===== src/rtl/cdb_pkg.sv =====
// Shared types and defaults for the common-data-bus arbiter.
// Optional feature macro: CDB_RR_EN (round-robin tie-break instead of fixed priority).
package cdb_pkg;

    localparam int TAG_W  = 3;
    localparam int DATA_W = 32;

    typedef struct packed {
        logic [TAG_W-1:0]  tag;
        logic [DATA_W-1:0] value;
    } cdb_trb_t;

    typedef struct packed {
        cdb_trb_t trb;
        logic     exc;
    } cdb_entry_t;

    typedef enum logic {
        SRC_ADD = 1'b0,
        SRC_MUL = 1'b1
    } cdb_src_e;

    // The source that was not granted last; used to alternate on ties.
    function automatic cdb_src_e other_src(input cdb_src_e s);
        return (s == SRC_ADD) ? SRC_MUL : SRC_ADD;
    endfunction

endpackage


===== src/rtl/cdb_fifo.sv =====
// Synchronous FIFO with wrap-bit pointers, flush and a combinational head output.
module cdb_fifo
    import cdb_pkg::*;
#(
    parameter int DEPTH = 2,
    parameter int W     = 36
) (
    input  logic         clk,
    input  logic         rst,
    input  logic         flush,
    input  logic         push,
    input  logic         pop,
    input  logic [W-1:0] din,
    output logic [W-1:0] dout,
    output logic         full,
    output logic         empty
);

    localparam int AW = $clog2(DEPTH);
    localparam int PW = AW + 1;

    logic [W-1:0]  mem [DEPTH];
    logic [PW-1:0] wr_ptr_q, wr_ptr_d;
    logic [PW-1:0] rd_ptr_q, rd_ptr_d;
    logic          do_push, do_pop;

    // Status flags and next pointers; flush wins over any push or pop.
    always_comb begin
        full     = (wr_ptr_q[PW-1] != rd_ptr_q[PW-1]) && (wr_ptr_q[AW-1:0] == rd_ptr_q[AW-1:0]);
        empty    = (wr_ptr_q == rd_ptr_q);
        do_push  = push && !full && !flush;
        do_pop   = pop && !empty && !flush;
        wr_ptr_d = wr_ptr_q;
        rd_ptr_d = rd_ptr_q;
        if (flush) begin
            wr_ptr_d = '0;
            rd_ptr_d = '0;
        end else begin
            if (do_push) wr_ptr_d = wr_ptr_q + PW'(1);
            if (do_pop)  rd_ptr_d = rd_ptr_q + PW'(1);
        end
        dout = mem[rd_ptr_q[AW-1:0]];
    end

    // Pointer registers with synchronous active-low reset.
    always_ff @(posedge clk) begin
        if (!rst) begin
            wr_ptr_q <= '0;
            rd_ptr_q <= '0;
        end else begin
            wr_ptr_q <= wr_ptr_d;
            rd_ptr_q <= rd_ptr_d;
        end
    end

    // Storage array; contents need no reset since the pointers define validity.
    always_ff @(posedge clk) begin
        if (do_push) mem[wr_ptr_q[AW-1:0]] <= din;
    end

endmodule


===== src/rtl/cdb_arbiter.sv =====
// Common-data-bus arbiter: two source FIFOs feeding one registered broadcast bus.
// Optional feature macro: CDB_RR_EN selects round-robin on ties; otherwise the
// multiplier has fixed priority over the adder.
module cdb_arbiter #(
    parameter int FIFO_DEPTH = 2,
    parameter int TAG_W      = cdb_pkg::TAG_W,
    parameter int DATA_W     = cdb_pkg::DATA_W
) (
    input  logic                    clk,
    input  logic                    rst,
    input  logic                    flush,
    input  logic                    add_valid,
    output logic                    add_ready,
    input  logic [TAG_W+DATA_W-1:0] add_trb,
    input  logic                    add_exc,
    input  logic                    mul_valid,
    output logic                    mul_ready,
    input  logic [TAG_W+DATA_W-1:0] mul_trb,
    input  logic                    mul_exc,
    input  logic                    cdb_stall,
    output logic                    cdb_valid,
    output logic [TAG_W+DATA_W-1:0] cdb_trb,
    output logic                    cdb_exc,
    output logic                    cdb_src
);

    import cdb_pkg::*;

    localparam int TW = TAG_W + DATA_W;
    localparam int EW = TW + 1;

    logic [EW-1:0] add_head, mul_head, sel_head;
    logic          add_full, add_empty, mul_full, mul_empty;
    logic          add_push, mul_push, add_pop, mul_pop;
    logic          grant_any;
    cdb_src_e      grant_src, tie_src;

    logic          cdb_valid_q, cdb_valid_d;
    logic [TW-1:0] cdb_trb_q, cdb_trb_d;
    logic          cdb_exc_q, cdb_exc_d;
    cdb_src_e      cdb_src_q, cdb_src_d;

`ifdef CDB_RR_EN
    cdb_src_e      last_q, last_d;

    // Tie goes to whichever source was not granted most recently.
    always_comb begin
        tie_src = other_src(last_q);
        last_d  = grant_any ? grant_src : last_q;
    end

    // Last-grant register; only moves on a real grant.
    always_ff @(posedge clk) begin
        if (!rst) last_q <= SRC_ADD;
        else      last_q <= last_d;
    end
`else
    // Fixed priority: the multiplier always wins a tie.
    always_comb begin
        tie_src = SRC_MUL;
    end
`endif

    // Handshake and push qualification; tag 0 is accepted but never stored.
    always_comb begin
        add_ready = rst && !add_full;
        mul_ready = rst && !mul_full;
        add_push  = add_valid && add_ready && (add_trb[TW-1 -: TAG_W] != '0);
        mul_push  = mul_valid && mul_ready && (mul_trb[TW-1 -: TAG_W] != '0);
    end

    // Grant selection and output register next state.
    always_comb begin
        grant_any = !cdb_stall && !flush && (!add_empty || !mul_empty);
        if (!add_empty && !mul_empty) grant_src = tie_src;
        else if (!mul_empty)          grant_src = SRC_MUL;
        else                          grant_src = SRC_ADD;
        add_pop  = grant_any && (grant_src == SRC_ADD);
        mul_pop  = grant_any && (grant_src == SRC_MUL);
        sel_head = (grant_src == SRC_MUL) ? mul_head : add_head;

        cdb_valid_d = cdb_valid_q;
        cdb_trb_d   = cdb_trb_q;
        cdb_exc_d   = cdb_exc_q;
        cdb_src_d   = cdb_src_q;
        if (flush) begin
            cdb_valid_d = 1'b0;
        end else if (!cdb_stall) begin
            cdb_valid_d = grant_any;
            if (grant_any) begin
                cdb_trb_d = sel_head[EW-1:1];
                cdb_exc_d = sel_head[0];
                cdb_src_d = grant_src;
            end
        end
    end

    // Broadcast output register.
    always_ff @(posedge clk) begin
        if (!rst) begin
            cdb_valid_q <= 1'b0;
            cdb_trb_q   <= '0;
            cdb_exc_q   <= 1'b0;
            cdb_src_q   <= SRC_ADD;
        end else begin
            cdb_valid_q <= cdb_valid_d;
            cdb_trb_q   <= cdb_trb_d;
            cdb_exc_q   <= cdb_exc_d;
            cdb_src_q   <= cdb_src_d;
        end
    end

    assign cdb_valid = cdb_valid_q;
    assign cdb_trb   = cdb_trb_q;
    assign cdb_exc   = cdb_exc_q;
    assign cdb_src   = cdb_src_q;

    cdb_fifo #(.DEPTH(FIFO_DEPTH), .W(EW)) u_add_fifo (
        .clk   (clk),
        .rst   (rst),
        .flush (flush),
        .push  (add_push),
        .pop   (add_pop),
        .din   ({add_trb, add_exc}),
        .dout  (add_head),
        .full  (add_full),
        .empty (add_empty)
    );

    cdb_fifo #(.DEPTH(FIFO_DEPTH), .W(EW)) u_mul_fifo (
        .clk   (clk),
        .rst   (rst),
        .flush (flush),
        .push  (mul_push),
        .pop   (mul_pop),
        .din   ({mul_trb, mul_exc}),
        .dout  (mul_head),
        .full  (mul_full),
        .empty (mul_empty)
    );

endmodule

===== config.mk =====
export PLATFORM = sky130hd
export DESIGN_NAME = cdb_arbiter
export DESIGN_NICKNAME = d
export VERILOG_FILES = /design/src/rtl/cdb_pkg.sv /design/src/rtl/cdb_fifo.sv /design/src/rtl/cdb_arbiter.sv
export SDC_FILE = /design/constraint.sdc
export NUM_CORES = 1
export LEC_CHECK = 0
export ABC_AREA = 1
export CORE_MARGIN = 8
export CORE_UTILIZATION = 30
export DETAILED_ROUTE_END_ITERATION = 6
export GPL_ROUTABILITY_DRIVEN = 0
export GPL_TIMING_DRIVEN = 0
export HOLD_SLACK_MARGIN = 0.03
export SYNTH_ARGS = -nofsm -noshare
export SYNTH_HDL_FRONTEND = slang
export SYNTH_HIERARCHICAL = 1
export SYNTH_SLANG_ARGS = --single-unit

===== constraint.sdc =====
create_clock -name clk -period 4 [get_ports clk]
set_clock_uncertainty 0.1 [all_clocks]
set_input_delay 0.6 -clock clk [delete_from_list [all_inputs] [get_ports clk]]
set_output_delay 0.6 -clock clk [all_outputs]
set_load 0.02 [all_outputs]

==> summary.md <==
| Metric | Value |
|---|---|
| Antenna violations before repair | 0 |
| First-pass GRT wire length | 29100 um |
| DR vias/cell | 4.26 |
| Total track usage | 11.9% |
| Root buffer selected by CTS | clkbuf_16 |
| Met3 Use GR | about 2.7% |
| Worst endpoint required time | 4030 ps |
| PortBufs | 117 |
| Router iterations before antenna repair | 7 |
| RSZ-0062 raised after global routing | no |
| Arr. time, crit path | between 3000 and 4000 ps |
| Commonest cells after routing, fill and taps aside | nand2_1, edfxtp_1, clkdlybuf4s50_1 |
| # hold bufs at CTS | 0 |
| CTS max path bufs | 2 |
| Max H-tree Level | 4 |
| Largest net degree at the start of global routing | 25 |
| Slowest-stage cell, CP | nor3_4 |
| Largest area contributor in the netlist | edfxtp_1 |
| Dpl cell area | 0.00980 mm^2 |
| Hold Crit Class | flop to flop |
| CTS buffer count | 17 |
| Row count | 60 |
| # DRC | 0 |
| Critical path endpoint category | flop |
| Fin area | slightly above 0.01 mm^2 |
| ANT cells | 0 |
| Die H | 180 um |
| Worst VDD drop | between 200 and 300 uV |
| M2 GR Usage | 21.4% |
| Fmax | 334 MHz |
| Crit path time final | around 3000 ps |
| Worst R2R Start | u_add_fifo/wr_ptr_q[0] |
| Critical setup path kind | primary input to flop |
| R2r endpoint | u_add_fifo/mem[0][27] |
| Post-route ant nets | 0 |
| Critical Path Max Stage Delay | 800 ps |
| Die area | between 0.03 and 0.04 mm^2 |
| Total gr overflow | 0 |
| Leak | 3.71 nW |
| Initial DRC count | 208 |
| Mapped Cells | 618 |
| Hpwl dp | between 10000 and 15000 um |
| Flops & latches, synth | 192 |
| Yosys cell types | 21 |
| Initial Utilization | between 30% and 40% |
| Syn Area/Cell | ~13 um^2 |
| Width of the die | 180 um |
| Vias in the first global route | around 5100 |
| Synth warnings | 6 |
| Final setup vio count | 0 |
| Final Non-Filler Cells | 1114 |
| Final Hold Fails | 0 |
| Global routing's busiest layer | met2 |
| Status | finished, final reports clean |
| Core Box Area | 0.0267 mm^2 |
| DR vias | 4750 |
| Detailed Route WL | between 15000 and 20000 um |
| Placed cells | 1082 |
| Post-route worst setup slack | 1000 ps |
| Max-slew violation count | 0 |
| CTS clk-pin slew, worst paths | 70 ps |
| Slew margin rel. | about a third |
| CTS tree | yes |
| Layout cell share with drive strength beyond 1 | about 23% |
| Met1 Track Usage GR | 13.8% |
| Register area share after synthesis | 65.7% |
| Layout Nets | 838 |
| Commonest non-fill, non-tap cell in the layout | nand2_1 |
| Startpoint Class | primary input |
| Finished Core Util | 38.9% |
| Hold_sp | cdb_trb[2] |
| Yosys top cell area share | between 50% and 60% |
| Sum Neg Setup Slack | 0 ps |
| Tightest Pin Transition | between 900 and 1000 ps |
| FF-to-FF setup slack | 1200 ps |
| Clk_lat worst skew | 420 ps |
| Critical path peak fanout | 13 |
| PD cells | approximately 390 mW/mm^2 |
| I/O pins | around 120 |
| Syn Nets | between 600 and 700 |
| Pre-CTS WS | 543 ps |
| Wire per inst | 17.0 um |
| R2r worst-path depth | 11 |
| Final period utilization | 75.0% |
| MaxCap Viol Count | 0 |
| Post-CTS sizing | 0 |
| Hold Crit Endpoint | cdb_trb[2] |
| Ranking of synthesized cells by area | edfxtp_1, dfxtp_1, mux2_4, nand2_1, buf_12 |
| Critical-path cell list | clkdlybuf4s50_1 -> inv_1 -> buf_2 -> nor2_1 -> nand2_1 -> nor2_1 -> nand2_1 -> nor3_4 -> buf_6 |
| Hold Crit Depth | 2 |
| Post-CTS Setup Inserts | 0 |
| Clock sinks | 192 |
| Cell area after synthesis | a little over 0.008 mm^2 |
| Area Overhead vs Synth | 29.0% |
==> report_power, final <==
group	internal, W	total [W]	switching [W]
clock	0.000831	0.00165	0.000819
sequential	0.00217	0.00217	0.00000785
combinational	0.000123	0.000222	0.0000991
==> registers in the layout, indices dropped and copies added (netlist names), named ones only <==
register	cells
cdb_src	1
u_mul_fifo/rd_ptr_q	2
u_add_fifo/mem	72
cdb_trb	35
cdb_valid	1
u_mul_fifo/wr_ptr_q	2
u_mul_fifo/mem	72
u_add_fifo/wr_ptr_q	2
cdb_exc	1
u_add_fifo/rd_ptr_q	2
==> layout make-up <==
cell class | count | area, um^2
Buffer | 27 | 309
Clock buffer | 17 | 425
Clock inverter | 15 | 150
Fill cell | 2566 | 16300
Inverter | 26 | 100
Multi-Input combinational cell | 373 | 2370
Sequential cell | 192 | 5290
Tap cell | 341 | 427
Timing Repair Buffer | 123 | 1310
==> through the flow <==
| stage | hold WS, ps | power [W] |
|---|---|---|
| final | 365 | 0.00405 |
| after global routing | 392 | 0.00420 |
| after CTS | 369 | 0.00410 |
| after detailed placement | 357 | 0.00245 |
| after global placement | 351 | 0.00243 |
| after floorplan | 371 | 0.00231 |
==> cell usage after synthesis (all sizes together) <==
cell type / instances
a21oi: 46
inv: 26
buf: 24
nand3: 4
nor2: 22
nand2: 224
dfxtp: 48
edfxtp: 144
mux2: 72
nand3b: 1
clkbuf: 3
nor3: 4
==> how the worst max path moves through the flow <==
| stage | from | endpoint | slack, ps | cells after the start |
|---|---|---|---|---|
| after detailed placement | rst | u_add_fifo/mem[0][22] | 540 | 9 |
| after global routing | rst | u_add_fifo/mem[0][27] | 840 | 9 |
| after global placement | rst | u_mul_fifo/mem[0][16] | -1180 | 8 |
| after floorplan | rst | u_add_fifo/mem[0][0] | 610 | 7 |
| after CTS | rst | u_add_fifo/mem[0][23] | 990 | 9 |
| final | rst | u_add_fifo/mem[0][27] | 1000 | 9 |
==> logic make-up (layout without fill, tap and decap cells) <==
logic type      after synthesis  count (layout)  synth area share (%)
simple gates                255             255                  12.5
buf+inv                      53             208                  5.09
flops                       192             192                  65.7
mux                          72              72                  12.9
compound gates               46              46                  3.80
==> routing by layer <==
| metal | wire length [um] | share of wire (%) |
|---|---|---|
| met1 | 8400 | 44 |
| met2 | 9670 | 51 |
| met3 | 632 | 3.3 |
| met4 | 242 | 1.3 |
| met5 | 0 | 0 |
==> worst max-delay path: cells and delay by family <==
kind / cells / cell delay [ps]
AND/OR/NAND/NOR: 5 / 1310
buffers and inverters: 4 / 1100
Power figures use the tool's default switching activity.
